## src/rtl/fetch_pc_unit.sv

```systemverilog
// IF-stage program counter: next-PC selection, fetch fault detection,
// fault pending and double-fault lock.
module fetch_pc_unit #(
  parameter logic [31:0] RESET_PC   = 32'h0000_0000,
  parameter int unsigned IMEM_BYTES = 4096,
  parameter int unsigned ADDR_W     = 10
) (
  input  logic              i_clk,
  input  logic              i_rst_n,
  input  logic              i_clk_en,
  input  logic              i_pc_stall,
  input  logic              i_branch_taken_e,
  input  logic [31:0]       i_branch_target_e,
  input  logic              i_trap_enter_m,
  input  logic [31:0]       i_trap_vector,
  input  logic              i_mret_m,
  input  logic [31:0]       i_mepc,
  output logic [31:0]       o_pc_f,
  output logic [31:0]       o_pc_p4_f,
  output logic [3:0]        o_exception_code_f,
  output logic [ADDR_W-1:0] o_imem_addr,
  output logic              o_fetch_valid,
  output logic              o_locked
);

  localparam int unsigned PC_W        = 32;
  localparam int unsigned CODE_W      = 4;
  localparam logic [CODE_W-1:0] CODE_NONE  = 4'b1111;
  localparam logic [CODE_W-1:0] CODE_MISAL = 4'b0000;
  localparam logic [CODE_W-1:0] CODE_ACC   = 4'b0001;
  localparam logic [PC_W-1:0]   IMEM_LIMIT = PC_W'(IMEM_BYTES);

  typedef enum logic [1:0] {
    ST_RUN  = 2'b00,
    ST_PEND = 2'b01,
    ST_VEC  = 2'b10,
    ST_LOCK = 2'b11
  } state_e;

  state_e           state_q, state_d;
  logic [PC_W-1:0]  pc_q, pc_d;
  logic             fault_c;
  logic [CODE_W-1:0] fault_code_c;

  // Fault decode on the current PC; misalignment wins over range.
  always_comb begin
    fault_c      = 1'b0;
    fault_code_c = CODE_NONE;
    if (pc_q[1:0] != 2'b00) begin
      fault_c      = 1'b1;
      fault_code_c = CODE_MISAL;
    end else if (pc_q >= IMEM_LIMIT) begin
      fault_c      = 1'b1;
      fault_code_c = CODE_ACC;
    end
  end

  // Next-PC and state selection in priority order.
  always_comb begin
    pc_d    = pc_q;
    state_d = state_q;
    if (state_q != ST_LOCK) begin
      if (i_trap_enter_m) begin
        pc_d    = {i_trap_vector[31:2], 2'b00};
        state_d = ST_VEC;
      end else if (i_mret_m) begin
        pc_d    = i_mepc;
        state_d = ST_RUN;
      end else if (i_branch_taken_e) begin
        pc_d    = i_branch_target_e;
        state_d = ST_RUN;
      end else if (fault_c) begin
        state_d = (state_q == ST_VEC) ? ST_LOCK : ST_PEND;
      end else if (i_pc_stall || (state_q == ST_PEND)) begin
        pc_d    = pc_q;
      end else begin
        pc_d    = pc_q + PC_W'(4);
        state_d = ST_RUN;
      end
    end
  end

  // State and PC registers, gated by the global clock enable.
  always_ff @(posedge i_clk or negedge i_rst_n) begin
    if (!i_rst_n) begin
      pc_q    <= RESET_PC;
      state_q <= ST_RUN;
    end else if (i_clk_en) begin
      pc_q    <= pc_d;
      state_q <= state_d;
    end
  end

  // Fetch-side outputs decoded from the registered PC and state.
  always_comb begin
    o_pc_f             = pc_q;
    o_pc_p4_f          = pc_q + PC_W'(4);
    o_imem_addr        = pc_q[ADDR_W+1:2];
    o_exception_code_f = (state_q == ST_LOCK) ? CODE_NONE : fault_code_c;
    o_fetch_valid      = ((state_q == ST_RUN) || (state_q == ST_VEC)) && !fault_c;
    o_locked           = (state_q == ST_LOCK);
  end

endmodule

```

## config.mk

```make
export PLATFORM = sky130hd
export DESIGN_NAME = fetch_pc_unit
export DESIGN_NICKNAME = d
export VERILOG_FILES = /design/src/rtl/fetch_pc_unit.sv
export SDC_FILE = /design/constraint.sdc
export NUM_CORES = 1
export LEC_CHECK = 0
export CORE_UTILIZATION = 28
export CTS_BUF_LIST = sky130_fd_sc_hd__clkbuf_4 sky130_fd_sc_hd__clkbuf_8 sky130_fd_sc_hd__clkbuf_16
export DETAILED_ROUTE_END_ITERATION = 10
export PLACE_DENSITY = 0.67
export RECOVER_POWER = 25
export SKIP_LAST_GASP = 1
export SLEW_MARGIN = 20
export SYNTH_ARGS = -nofsm -noshare
export SYNTH_HDL_FRONTEND = slang
export SYNTH_SLANG_ARGS = --single-unit
```

## constraint.sdc

```tcl
create_clock -name i_clk -period 1.9 [get_ports i_clk]
set_input_delay 0.19 -clock i_clk [delete_from_list [all_inputs] [get_ports i_clk]]
set_output_delay 0.19 -clock i_clk [all_outputs]
set_load 0.02 [all_outputs]
```

Word level (Yosys, flattened, before mapping)
Index checks and enable logic that the tools add are counted.
W data, S select, Z words.
{"block": "classes", "add_sub_neg": 1, "magnitude_cmp": 1, "eq_ne": 7, "n_mux": 16, "reduce_logical": 8}
{"operator": "$mux W32", "count": 5}
{"operator": "$add A32 B3 Y32 const B", "count": 1}
{"operator": "$ge A32 B13 Y1 const B", "count": 1}
{"operator": "$mux W2", "count": 6}
{"operator": "$mux W4", "count": 3}
{"operator": "$ne A4 B4 Y1 const B", "count": 2}
{"operator": "$ne A5 B5 Y1 const B", "count": 1}
{"operator": "$eq A2 B2 Y1 const B", "count": 2}
{"operator": "$reduce_and A4 Y1", "count": 1}
{"operator": "$reduce_and A3 Y1", "count": 1}
{"operator": "$eq A2 B1 Y1 const B", "count": 1}
{"operator": "$logic_not A2 Y1", "count": 1}
{"operator": "$logic_or A1 B1 Y1", "count": 2}
{"operator": "$mux W1", "count": 2}
{"operator": "$ne A2 B2 Y1 const B", "count": 1}
{"operator": "$reduce_bool A2 Y1", "count": 1}
{"operator": "$logic_and A1 B1 Y1", "count": 1}
{"operator": "$logic_not A1 Y1", "count": 1}
{"block": "word_totals", "reg_bits": 34, "inputBits": 103, "elab_cells": 35}

Logic depth before layout (Yosys ltp)
{"block": "logic_depth", "ltp_word": 7, "depth_mapped": 8}

Worst setup path before layout
Ideal clock, no wire load.
{"block": "synth_timing", "path_type": "register -> output", "from": "register pc_q[2], in the netlist o_pc_f[2]", "to": "output port o_pc_p4_f[26]", "arrival_time_ns": 1.920, "required_time_ns": 1.710, "path_slack_ns": -0.210, "stages_incl_launch_ff": 6, "n_path_buf": 0, "cell_sequence": "dfrtp_1 ha_1 nand3_1 nor3_4 and4_1 xor2_1"}
{"block": "synth_between", "elab_chain_len": 1}
{"element": "start: declaration", "line": "41", "text": "logic [PC_W-1:0] pc_q, pc_d;"}
{"element": "start signal: assignment", "line": "89", "text": "pc_q <= pc_d;"}
{"element": "$add A32 B3 Y32", "line": "97", "text": "o_pc_p4_f = pc_q + PC_W'(4);"}
{"element": "end: declaration", "line": "19", "text": "output logic [31:0] o_pc_p4_f,"}
Every way passes these cells.

Final worst setup path
{"block": "layout_timing", "from": "register pc_q[16], in the netlist o_pc_f[16]", "to": "output port o_pc_p4_f[31]"}
The elaborated chain is that of the path after synthesis.

==> flow_summary_export.csv <==
group,metric,value,unit
critical_path,cp.arrival,1950,ps
drt,vias,3878,
run_status,status,"complete, but fails checks",
run_status,violations,"negative setup slack",
sta,hold_viol,0,
floorplanning,core,9770,um2
synth,ys_ff_latch,34,
layout,finalNetCount,722,
synth,synth-seq-area-share,30.0,%
power,powerDensity,1370,nW/um2
drt,drcViolationCount,0,
floorplanning,io_pins,183,
layout,antennaDiodeCount,0,
placement,place_hpwl,9190,um
power,combPwrFrac,75.5,%
synth,synth_cell_type_count,50,
sta,max_slew.worst_pin.slew,931,ps
power,p_switching,0.00394,W
cts,clock_path_buffers,2,
global_routing,grtUsageTotal,23.8,%
floorplanning,num_rows,36,
layout,final_core_util,63.8,%
cts,hold_buffers,0,
drt,drt_first_pass_iters,4,
sta,fin_tns_setup,-4430,ps
critical_path,crit_required,1710,ps
power,total_power,0.00852,W
layout,final_area,6240,um2
sta,skew,7.92,ps
floorplanning,start_util,29.0,%
sta,max_slew_margin,37.9,%
critical_path,critPathKind,"register to output pin",
sta,drv_slew,0,
cts,cts_tree,"yes",
global_routing,overflow,0,
placement,pre_cts_slack,-372,ps
sta,period_share,112,%
sta,fin_crit,2140,ps
cts,cts-htree-levels,2,
global_routing,grt_pass1_vias,3725,
critical_path,rrSetupSlack,-120,ps
sta,postLayoutSetupSlackWorst,-236,ps
layout,drive_above_1_share,44.0,%
floorplanning,die_h,103,um
global_routing,busiest_layer,"met2",
synth,syn_area,2830,um2
drt,drtAntennaViolNets,0,
synth,async_flop_share,100,%
placement,gp_congestion,0.833,
cts,cts_buffers,5,
drt,drtIter0Drc,132,
min_path,hp-class,"input pin to asynchronous set/reset pin",
global_routing,use_met3,4.14,%
sta,setup_viol,46,
synth,syn_nets,454,
synth,ys.warnings.count,0,
synth,syn_area_per_cell,8.12,um2
power,peakVddDrop,0.000785,V
floorplanning,die_area,10500,um2
layout,area_growth,120,%
global_routing,grt_pass1_wl,19100,um
sta,rsz0062_at_grt,"yes",
global_routing,grt_max_degree,38,
critical_path,critPathCaptureType,"output pin",
power,intPower,0.00458,W
power,p_seq_share,17.8,%
placement,port_buffers,180,
power,switching_share,46.2,%
global_routing,met2_usage,42.7,%
placement,place_area,5270,um2
critical_path,critPathLaunchType,"register",
floorplanning,die_w,103,um
synth,synth_edf_count,0,
drt,drt-total-wl,13500,um
cts,path_clk_slew,70,ps
power,clockPowerShare,6.7,%
cts,ctsRootBufferMaster,"clkbuf_8",
drt,vias_per_cell,5.16,
cts,clock_latency,280,ps
layout,final_cell_mix,"clkdlybuf4s50_1, buf_4, buf_6",
synth,synth_ff_type,"dfrtp_1",
sta,fmax,468,MHz
synth,syn_inst,349,
critical_path,ff2ff_path_depth,8,
flow_run,cap_viol_max_count,0,
critical_path,regToRegStartpoint,"o_pc_f[14]$_DFFE_PN0P_",
drt,wl_per_cell,18.0,um
critical_path,timing.rr.end,"o_pc_f[9]$_DFFE_PN0P_",
power,p_leak,2.73,nW
layout,final_common_cell,"clkdlybuf4s50_1",
global_routing,gr-usage-met1,29.1,%
critical_path,path_max_fanout,3,
cts,clock_sinks,34,
global_routing,antenna_found_initial,0,
kinds of logic (layout without fill, tap and decap cells):
logic type               count (synthesis)  after routing  synth area share, %
adder cells (fa/ha/maj)                  2              2                0.883
XOR/XNOR                                27             27                 8.35
AO/OA/AOI/OAI                          116            118                 27.9
multiplexers                             3              3                 1.06
flip-flops                              34             34                 30.0
buffers and inverters                   51            318                 9.94
AND/OR/NAND/NOR                        116            116                 21.9
synth_stat cells, types with 2 or more instances:
cell type / count / area [um2]
nor2_1: 24 / 90.1
o211ai_1: 2 / 15.0
a21oi_1: 13 / 65.1
nand2_1: 39 / 146
inv_1: 10 / 37.5
nor2b_1: 2 / 12.5
nor4_4: 2 / 42.5
o31ai_1: 5 / 37.5
and4_1: 2 / 17.5
nor3_1: 7 / 35.0
a31oi_1: 2 / 12.5
nand2b_1: 4 / 25.0
a22oi_1: 3 / 22.5
nor4_1: 5 / 31.3
clkbuf_1: 17 / 63.8
nand4_2: 2 / 25.0
xnor2_1: 16 / 140
nand4_1: 10 / 62.6
nand3_1: 8 / 40.0
buf_4: 15 / 113
o21ai_1: 11 / 55.1
xor2_1: 11 / 96.3
a221oi_1: 3 / 26.3
buf_6: 4 / 45.0
a221o_1: 22 / 220
ha_1: 2 / 25.0
o21ai_0: 38 / 190
or2_2: 3 / 18.8
buf_2: 3 / 15.0
dfrtp_1: 34 / 851
o31ai_2: 2 / 25.0
mux2i_1: 3 / 30.0
o21a_1: 4 / 30.0
a211oi_1: 3 / 22.5
and3_1: 3 / 18.8
critical path, cell delays in order, from the launching register on:
cell and delay, ps:
dfrtp_1 440, nand4_1 180, buf_4 190, nor4_4 240
buf_4 150, nand4_1 120, xnor2_2 170, buf_4 160
cell type report:
type	instances	area (um2)
Fill cell	779	3540
Clock buffer	7	90.1
Inverter	11	41.3
Tap cell	133	166
Multi-Input combinational cell	266	2290
Timing Repair Buffer	299	2770
Clock inverter	1	5.00
Sequential cell	34	877
how the worst max path moves through the flow:
stage                                      start                    end  slack, ps  depth (start not counted)
after floorplan            o_pc_f[4]$_DFFE_PN0P_          o_pc_p4_f[29]        -20                          5
after global placement    o_pc_f[27]$_DFFE_PN0P_          o_fetch_valid       -420                          6
after detailed placement  o_pc_f[27]$_DFFE_PN0P_  o_exception_code_f[2]       -370                          6
after CTS                 o_pc_f[17]$_DFFE_PN0P_          o_pc_p4_f[26]       -230                          6
after global routing      o_pc_f[16]$_DFFE_PN0P_          o_pc_p4_f[31]       -320                          7
final                     o_pc_f[16]$_DFFE_PN0P_          o_pc_p4_f[31]       -240                          7
layer usage:
layer | wire (um) | vias to the layer above
met5 | 0 | -
met4 | 337 | 0
met3 | 928 | 22
met2 | 6800 | 164
met1 | 5420 | 1876
li1 | - | 1816
state kept, by name (all words and copies together) (netlist names):
name	flops
state_q	2
o_pc_f	32
power by group through the flow:
stage	registers [W]	clock network [W]	logic, W
after floorplan	0.00201	0	0.00212
after global placement	0.00144	0	0.00542
after detailed placement	0.00145	0	0.00544
after CTS	0.00148	0.000585	0.00586
after global routing	0.00154	0.000616	0.00678
final	0.00151	0.000573	0.00644
stage by stage:
stage	hold slack, ps	cells
4_1_cts	23.5	740
3_3_place_gp	318	706
2_1_floorplan	-106	349
6_report	33.7	751
5_1_grt	85.5	751
3_5_place_dp	321	706
timing repair:
item                                    4_1_cts  5_1_grt
pin swaps                                    33       48
cloned                                        5        0
setup buffers                                21       12
gates resized for setup                     207      101
endpoints found under the setup margin       64       62
Power figures use the tool's default switching activity.
